**src/rtl/stop_watch_ndig.sv**
```systemverilog
// Parametrised N-digit BCD stopwatch with prescaler, up/down count,
// pause, clear, preset load, wrap/done events and optional lap capture.
//
// Ports:
//   clk, reset_n   clock (rising edge), async active-low reset
//   go             level: 1 = run, 0 = pause (prescaler and digits hold)
//   clr            sync pulse: digits, prescaler (and lap) to 0
//   up             count direction, 1 = up, 0 = down
//   load, load_val sync preset; nibbles above 9 are clamped to 9
//   lap            sync pulse: capture current digits into lap_digits
//   digits         current BCD count, digit 0 = least significant
//   lap_digits     captured lap value (0 when the lap feature is off)
//   tick           1-cycle pulse on every applied count step
//   wrap           1-cycle pulse on up-count all-9s -> all-0s
//   done           1-cycle pulse when a down-count reaches all-0s
//   running        registered copy of go
//
// Define LAP_EN to build the lap register; otherwise lap is ignored.
module stop_watch_ndig #(
    parameter int DIGITS   = 4,
    parameter int TICK_DIV = 5000000,
    parameter int PW       = 23
) (
    input  logic                  clk,
    input  logic                  reset_n,
    input  logic                  go,
    input  logic                  clr,
    input  logic                  up,
    input  logic                  load,
    input  logic [4*DIGITS-1:0]   load_val,
    input  logic                  lap,
    output logic [4*DIGITS-1:0]   digits,
    output logic [4*DIGITS-1:0]   lap_digits,
    output logic                  tick,
    output logic                  wrap,
    output logic                  done,
    output logic                  running
);

    localparam int W = 4 * DIGITS;
    localparam logic [PW-1:0] PS_LAST = PW'(TICK_DIV - 1);

    logic [PW-1:0] presc;
    logic          ps_last;
    logic [W-1:0]  inc_val;
    logic [W-1:0]  dec_val;
    logic [W-1:0]  clamp_val;
    logic          carry;
    logic          borrow;
    logic          all_nine;
    logic          all_zero;

    assign ps_last = (presc == PS_LAST);

    // Ripple increment/decrement across the BCD digits. A carry that
    // survives every digit means the value was all 9s; likewise a
    // surviving borrow means the value was all 0s.
    always_comb begin
        inc_val   = digits;
        dec_val   = digits;
        clamp_val = load_val;
        carry     = 1'b1;
        borrow    = 1'b1;
        for (int i = 0; i < DIGITS; i++) begin
            if (carry) begin
                if (digits[4*i +: 4] == 4'd9) begin
                    inc_val[4*i +: 4] = 4'd0;
                end else begin
                    inc_val[4*i +: 4] = digits[4*i +: 4] + 4'd1;
                    carry = 1'b0;
                end
            end
            if (borrow) begin
                if (digits[4*i +: 4] == 4'd0) begin
                    dec_val[4*i +: 4] = 4'd9;
                end else begin
                    dec_val[4*i +: 4] = digits[4*i +: 4] - 4'd1;
                    borrow = 1'b0;
                end
            end
            if (load_val[4*i +: 4] > 4'd9) begin
                clamp_val[4*i +: 4] = 4'd9;
            end
        end
        all_nine = carry;
        all_zero = borrow;
    end

    always_ff @(posedge clk or negedge reset_n) begin
        if (!reset_n) begin
            presc   <= '0;
            digits  <= '0;
            tick    <= 1'b0;
            wrap    <= 1'b0;
            done    <= 1'b0;
            running <= 1'b0;
        end else begin
            tick    <= 1'b0;
            wrap    <= 1'b0;
            done    <= 1'b0;
            running <= go;
            if (clr) begin
                digits <= '0;
                presc  <= '0;
            end else if (load) begin
                digits <= clamp_val;
                presc  <= '0;
            end else if (go) begin
                presc <= ps_last ? '0 : presc + PW'(1);
                if (ps_last) begin
                    if (up) begin
                        digits <= inc_val;
                        tick   <= 1'b1;
                        wrap   <= all_nine;
                    end else if (!all_zero) begin
                        // Saturate at zero: no step is applied there,
                        // while the prescaler keeps cycling.
                        digits <= dec_val;
                        tick   <= 1'b1;
                        done   <= (dec_val == '0);
                    end
                end
            end
        end
    end

`ifdef LAP_EN
    always_ff @(posedge clk or negedge reset_n) begin
        if (!reset_n) begin
            lap_digits <= '0;
        end else if (clr) begin
            lap_digits <= '0;
        end else if (lap) begin
            lap_digits <= digits;
        end
    end
`else
    logic lap_unused;
    assign lap_unused = lap;
    assign lap_digits = '0;
`endif

endmodule

```
**config.mk**
```make
export PLATFORM = sky130hd
export DESIGN_NAME = stop_watch_ndig
export DESIGN_NICKNAME = d
export VERILOG_FILES = /design/src/rtl/stop_watch_ndig.sv
export SDC_FILE = /design/constraint.sdc
export NUM_CORES = 1
export LEC_CHECK = 0
export ABC_CLOCK_PERIOD_IN_PS = 3600
export CAP_MARGIN = 20
export CELL_PAD_IN_SITES_DETAIL_PLACEMENT = 0
export CELL_PAD_IN_SITES_GLOBAL_PLACEMENT = 1
export CORE_UTILIZATION = 35
export DETAILED_ROUTE_END_ITERATION = 7
export GPL_TIMING_DRIVEN = 0
export PLACE_DENSITY = 0.71
export RECOVER_POWER = 25
export SLEW_MARGIN = 20
export SYNTH_ARGS = -nofsm -noshare
export SYNTH_HDL_FRONTEND = slang
export SYNTH_SLANG_ARGS = --single-unit
```
**constraint.sdc**
```tcl
create_clock -name clk -period 3.6 [get_ports clk]
set_input_delay 1.08 -clock clk [delete_from_list [all_inputs] [get_ports clk]]
set_output_delay 1.08 -clock clk [all_outputs]
set_load 0.01 [all_outputs]
```
==> results of run 1 <==
[layer usage]
layer,up-vias,global-route usage
met5,-,0
met3,12,0.03587
met2,96,0.3405
li1,1715,-
met1,1710,0.2625
met4,0,0.04490
[cell type report]
cell class | count | area, sq um
inverters | 23 | 86.33
repair buffers | 41 | 397.9
clock buffers | 6 | 82.58
fillers | 1027 | 5558
clock inverters | 2 | 16.27
well taps | 133 | 166.4
plain buffers | 40 | 215.2
multi-input cells | 348 | 2311
flip-flops and latches | 43 | 1076
[how the worst max path moves through the flow]
stage                    from        end  cells past startpoint
floorplan                 clr  presc[20]                      7
global placement         load  presc[20]                      7
detailed placement       load  presc[20]                      7
CTS                      load  presc[20]                      7
global route        digits[8]       done                      8
finish              digits[8]       done                      8
[sequential cells by signal, indices dropped and copies added, names as in the netlist]
register	count
presc	23
done	1
running	1
wrap	1
digits	16
tick	1
[worst max-delay path: stages (launching register included)]
cell	delay [ps]
dfrtp_1	490
inv_1	210
ha_1	300
nor3b_1	650
and3_1	240
clkbuf_1	240
mux2_2	370
or4_1	490
nor4_1	200
[repair_timing]
| item | 4_1_cts | 5_1_grt |
|---|---|---|
| gates resized for setup | 0 | 1 |
| setup endpoints to repair | 0 | 5 |
| endpoints found under the hold margin | 0 | 0 |
[report_power, final]
group	leakage (nW)	internal (mW)	switching (mW)	total [mW]
sequential	0.587	0.497	0.0274	0.524
clock	0.0474	0.157	0.199	0.356
combinational	1.12	0.158	0.206	0.364
total	1.76	0.812	0.432	1.24
[cell usage in the layout, fill, tap and decap left out, drive strengths merged, types with 16 or more instances in the layout]
master / count
a21oi: 23
buf: 21
clkbuf: 27
clkdlybuf4s50: 39
conb: 16
dfrtp: 43
inv: 23
nand2: 40
nand3: 19
nand4: 18
nor2: 38
[metrics by stage]
stage / power [mW] / instance area, sq um / TNS [ps]
after floorplan: 0.7587 / 3686 / 0
after global placement: 0.8923 / 4253 / -290.8
after detailed placement: 0.8939 / 4268 / -577.7
after CTS: 1.253 / 4367 / 0
after global routing: 1.310 / 4352 / 0
final: 1.244 / 4352 / 0
[cells by family (layout without fill, tap and decap cells)]
logic type                 after synthesis  count (layout)  synth area share
AOI/OAI and AO/OA                      105             105            0.2103
xor gates and xnor gates                17              17           0.04102
adders and majority gates               14              14           0.04826
buffers and inverters                   63             112           0.08308
DFF                                     43              43            0.2964
muxes                                    9               9           0.02585
other                                    1              16          0.001033
and+or+nand+nor                        187             187            0.2940
==> results.txt, run 1 <==
routed vias/inst = 5.555
synth top area cells = dfrtp_1 30%, ha_1 4.8%, nand2_1 4.1%, nor2_1 3.9%, buf_4 3.3%
Mapped Area = 0.003630 sq mm
FF-to-FF setup slack = 310 ps
Crit. End Element = flop
Static Leak = 1.755 nW
Hold WS = 540.1 ps
top sig layer = met4
Final WS setup = 307.0 ps
DRT met1 WL = 4905 microns
critical path class = reg2reg
initial DRC count = 218
Initial Util = 0.3663
DRT Wirelength = 10780 microns
Unique masters post-synth = 70
PwrDens = 285.8 mW/mm^2
RR Endpoint = done
crit path time final = 3293 ps
clk_lat worst skew = 310 ps
Post-Layout Cell Count = 636
final setup fails = 0
Clock Skew = 12.72 ps
Placed Cells = 628
first-pass GRT wire length = 17350 microns
Fmax = 0.3037 GHz
cell with the most instances after synthesis = dfrtp_1
DR WL/cell = 16.95 microns
Die Ht = 103.8 microns
residual DRC count = 0
Max Transition Viols Final = 0
Primary FF master, synth = dfrtp_1
largest net degree at the start of global routing = 27
Max Root-Sink Buffers = 2
DIE AREA = 0.01078 sq mm
HPWL after DPL = 8033 microns
initial antenna violation count = 0
share of cells above drive strength 1 = 0.09940
Slew Limit Headroom = 0.0002100
Seq cells post-synth = 43
DIE WIDTH = 103.8 microns
failing checks = max-capacitance violations
IO Port Bufs = 40
MaxCap Viol Count = 1
vias post-DR = 3533
depth of the CTS H-tree = 2
GPL Wtd Cong = 0.8874
R2R cell count = 8
area leader, netlist = dfrtp_1
antenna viol nets, final = 0
pre-CTS setup slack = -146.9 ps
yosys warns = 0
status = complete, but fails checks
hold endpoint = presc[20]
hold depth = 1
worst ir drop on vdd = 0.1509 mV
Area Growth Syn to Fin = 19.89%
Clock transition at path regs = 100 ps
DR WL met2 = 5260 microns
RSZ-0062 raised after global routing = no
grt ovf = 0
Net count, final = 539
CP startpoint kind = flop
Post-synth top cells = 43 x dfrtp_1, 40 x nand2_1, 38 x nor2_1, 23 x a21oi_1, 23 x inv_1
met3 wire len = 501 microns
synthesized instance count = 439
Hold WC Path Type = reg2reg
CTS tree = built
ys async rst share = 1.000
CP Max Fanout = 9
FP Rows = 36
post-CTS setup buffers = 0
top-area cell type share of the netlist area = 0.2964
I/O pins = 59
Clock Sinks = 43
crit path DAT = 3510 ps
final core utilization = 0.4391
Post-synth EDFFs = 0
vias in the first global route = 3355
Core Box Area = 0.009910 sq mm
worst slew pin tran = 1500 ps
Crit path required time = 3820 ps
n_diodes = 0
GRT Overall Usage = 0.2000
FF-to-FF Start = digits[8]
final hold vios = 0
clock root cell = clkbuf_8
drt pass-1 iters = 5
Hold Path Origin = presc[20]
CTS Buf Count = 5
sequential share of the synthesized area = 0.2964
Syn Area/Cell = 8.268 sq um
fin crit share = 0.9147
hold buffers post-CTS = 0
Note: power is estimated with default switching activity, not from simulation.
==> run 2: changes to the inputs <==
--- a/config.mk
+++ b/config.mk
@@ -6,9 +6,10 @@
 export NUM_CORES = 1
 export LEC_CHECK = 0
 export ABC_CLOCK_PERIOD_IN_PS = 3600
-export CAP_MARGIN = 20
+export CAP_MARGIN = 0
 export CELL_PAD_IN_SITES_DETAIL_PLACEMENT = 0
 export CELL_PAD_IN_SITES_GLOBAL_PLACEMENT = 1
+export CORE_MARGIN = 1.5
 export CORE_UTILIZATION = 35
 export DETAILED_ROUTE_END_ITERATION = 7
 export GPL_TIMING_DRIVEN = 0
==> run 2 against run 1 <==
  * The flow finishes with violations (max-capacitance violations, max-slew violations)
  * Worst setup slack got worse by 210 ps
  * Total power grew 2.8%
  * Combinational power is essentially flat
  * Core utilization grew 0.076 points
  * Sequential power about the same
  * Worst hold slack better by 6.0 ps
  * Largest power group unchanged
  * Critical path type unchanged
  * First-iteration DRC count decreased by 22%
==> results.txt, run 2 (synthesis gave the netlist of run 1 again) <==
Final WS setup = 99.35 ps (-207.6 ps)
Clock Sinks = 43 (unchanged)
Crit. End Element = flop
Largest register FFs = 23 (unchanged)
share of cells above drive strength 1 = 0.09761 (-0.001794)
hold depth = 1 (unchanged)
status = complete, but fails checks
Hold WS = 546.2 ps (+6.006 ps)
GPL Wtd Cong = 0.8956 (+0.92%)
DR WL/cell = 17.17 microns (+1.3%)
clk_lat worst skew = 300 ps (about the same)
FP Rows = 36 (unchanged)
DIE AREA = 0.01099 sq mm (+1.9%)
ordered list of cells on the worst path = inv_1, ha_1, nor3b_1, and3_1, clkbuf_1, mux2_2, or4_1, nor4_1
I/O pins = 59 (unchanged)
R2R cell count = 8 (unchanged)
Core Box Area = 0.009910 sq mm (unchanged)
CP max stage delay = 750 ps (+100 ps)
failing checks = max-capacitance violations, max-slew violations
Crit path required time = 3780 ps (-40 ps)
pre-CTS setup slack = -210.8 ps (-63.95 ps)
initial antenna violation count = 0 (unchanged)
MaxCap Viol Count = 1 (unchanged)
Fmax = 0.2857 GHz (-5.9%)
DRT Wirelength = 10900 microns (+1.2%)
commonest non-fill, non-tap cell in the layout = dfrtp_1
Die Ht = 104.8 microns (+0.96%)
Max Root-Sink Buffers = 2 (unchanged)
depth of the CTS H-tree = 2 (unchanged)
IO Port Bufs = 40 (unchanged)
DIE WIDTH = 104.8 microns (+0.96%)
Clock transition at path regs = 90 ps (about the same)
crit path DAT = 3680 ps (+170 ps)
crit path time final = 3501 ps (+207.6 ps)
GRT Overall Usage = 0.1984 (-0.001559)
post-CTS setup buffers = 0 (unchanged)
critical path class = reg2reg
worst ir drop on vdd = 0.1832 mV (+21%)
Max Transition Viols Final = 27 (+27)
first-pass GRT wire length = 17760 microns (+2.4%)
clock root cell = clkbuf_8
CTS Buf Count = 5 (unchanged)
biggest regs = presc: 23 flops, digits: 16 flops
CTS tree = built
fin crit share = 0.9724 (+0.05768)
CP startpoint kind = flop
drt pass-1 iters = 5 (unchanged)
Initial Util = 0.3663 (unchanged)
Crit path max-delay family = simple AND/OR/NAND/NOR gates
CP Max Fanout = 9 (unchanged)
n_diodes = 0 (unchanged)
Clock Skew = 4.357 ps (-8.360 ps)
final hold vios = 0 (unchanged)
residual DRC count = 0 (unchanged)
routed vias/inst = 5.620 (+1.2%)
final setup fails = 0 (unchanged)
RSZ-0062 raised after global routing = no
Area Growth Syn to Fin = 20.10%
Static Leak = 1.758 nW (+0.16%)
antenna viol nets, final = 0 (unchanged)
Hold WC Path Type = reg2reg
vias post-DR = 3569 (+1.0%)
largest net degree at the start of global routing = 27 (unchanged)
HPWL after DPL = 8027 microns (about the same)
Largest Register = presc
Crit path depth = 8 (unchanged)
initial DRC count = 170 (-22%)
PwrDens = 293.2 mW/mm^2 (+2.6%)
Slew Limit Headroom = -0.006055 (-0.006265)
Buf+Inv Stages, Crit Path = 2 (unchanged)
vias in the first global route = 3448 (+2.8%)
hold buffers post-CTS = 0 (unchanged)
grt ovf = 0 (unchanged)
Net count, final = 539 (unchanged)
Worst path slowest cell = nor3b_1
worst slew pin tran = 1509 ps (+9.397 ps)
most frequent cells in the layout = 43 x dfrtp_1, 40 x nand2_1, 39 x clkdlybuf4s50_1, 37 x nor2_1
[run 2: changes by cell type in the layout (fill, tap and decap cells not counted)]
| cell | before | now |
|---|---|---|
| clkinv_4 | 1 | 0 |
| bufinv_16 | 0 | 1 |
| clkbuf_8 | 6 | 5 |
[run 2: layer usage]
metal,global-route usage,share of wire
met1,0.2616,0.45
met5,0,0
met3,0.02870,0.050
met2,0.3450,0.49
met4,0.03816,0.0097
[run 2: layout make-up]
cell class                 count  area (sq um)
fill                        1026          5550
multi-input combinational    348          2311
sequential                    43          1076
timing repair buffer          41         397.9
buffer                        40         215.2
tap                          133         166.4
inverter                      23         86.33
clock buffer                   5         68.82
clock inverter                 2         37.54
[run 2: path summary, 6_finish.rpt]
path	slack [ps]	end	startpoint
min in group asynchronous	920	digits[15]	reset_n
worst min-delay path	550	presc[20]	presc[20]
worst max register to register	100	done	digits[8]
worst max-delay path	100	done	digits[8]
worst min register to register	550	presc[20]	presc[20]
max in group asynchronous	770	presc[17]	reset_n
[run 2: metrics by stage]
| stage | util | TNS, ps | area [sq um] | instances | power [mW] |
|---|---|---|---|---|---|
| 2_1_floorplan | - | 0 | 3686 | 454 | 0.7587 |
| 3_3_place_gp | 0.4292 | -704.1 | 4253 | 627 | 0.8927 |
| 3_5_place_dp | 0.4307 | -1089 | 4268 | 628 | 0.8955 |
| 4_1_cts | 0.4414 | 0 | 4374 | 635 | 1.288 |
| 5_1_grt | 0.4399 | 0 | 4359 | 635 | 1.342 |
| 6_report | 0.4399 | 0 | 4359 | 635 | 1.278 |
[run 2: worst register-to-register path, delay by kind of cell (launching register included)]
| kind | cells | cell delay (ps) |
|---|---|---|
| flops | 1 | 500 |
| fa+ha+maj | 1 | 300 |
| simple gates | 4 | 1780 |
| mux | 1 | 370 |
| buf+inv | 2 | 450 |
[run 2: timing repair]
item                                    CTS  global route
endpoints found under the setup margin    0             8
gates resized for setup                   0             1
endpoints found under the hold margin     0             0
[run 2: where the power goes]
| part | internal, mW | switching (mW) | leakage [nW] |
|---|---|---|---|
| clock network | 0.203 | 0.186 | 0.0502 |
| logic | 0.158 | 0.208 | 1.12 |
| registers | 0.497 | 0.0267 | 0.587 |
| total | 0.858 | 0.421 | 1.76 |
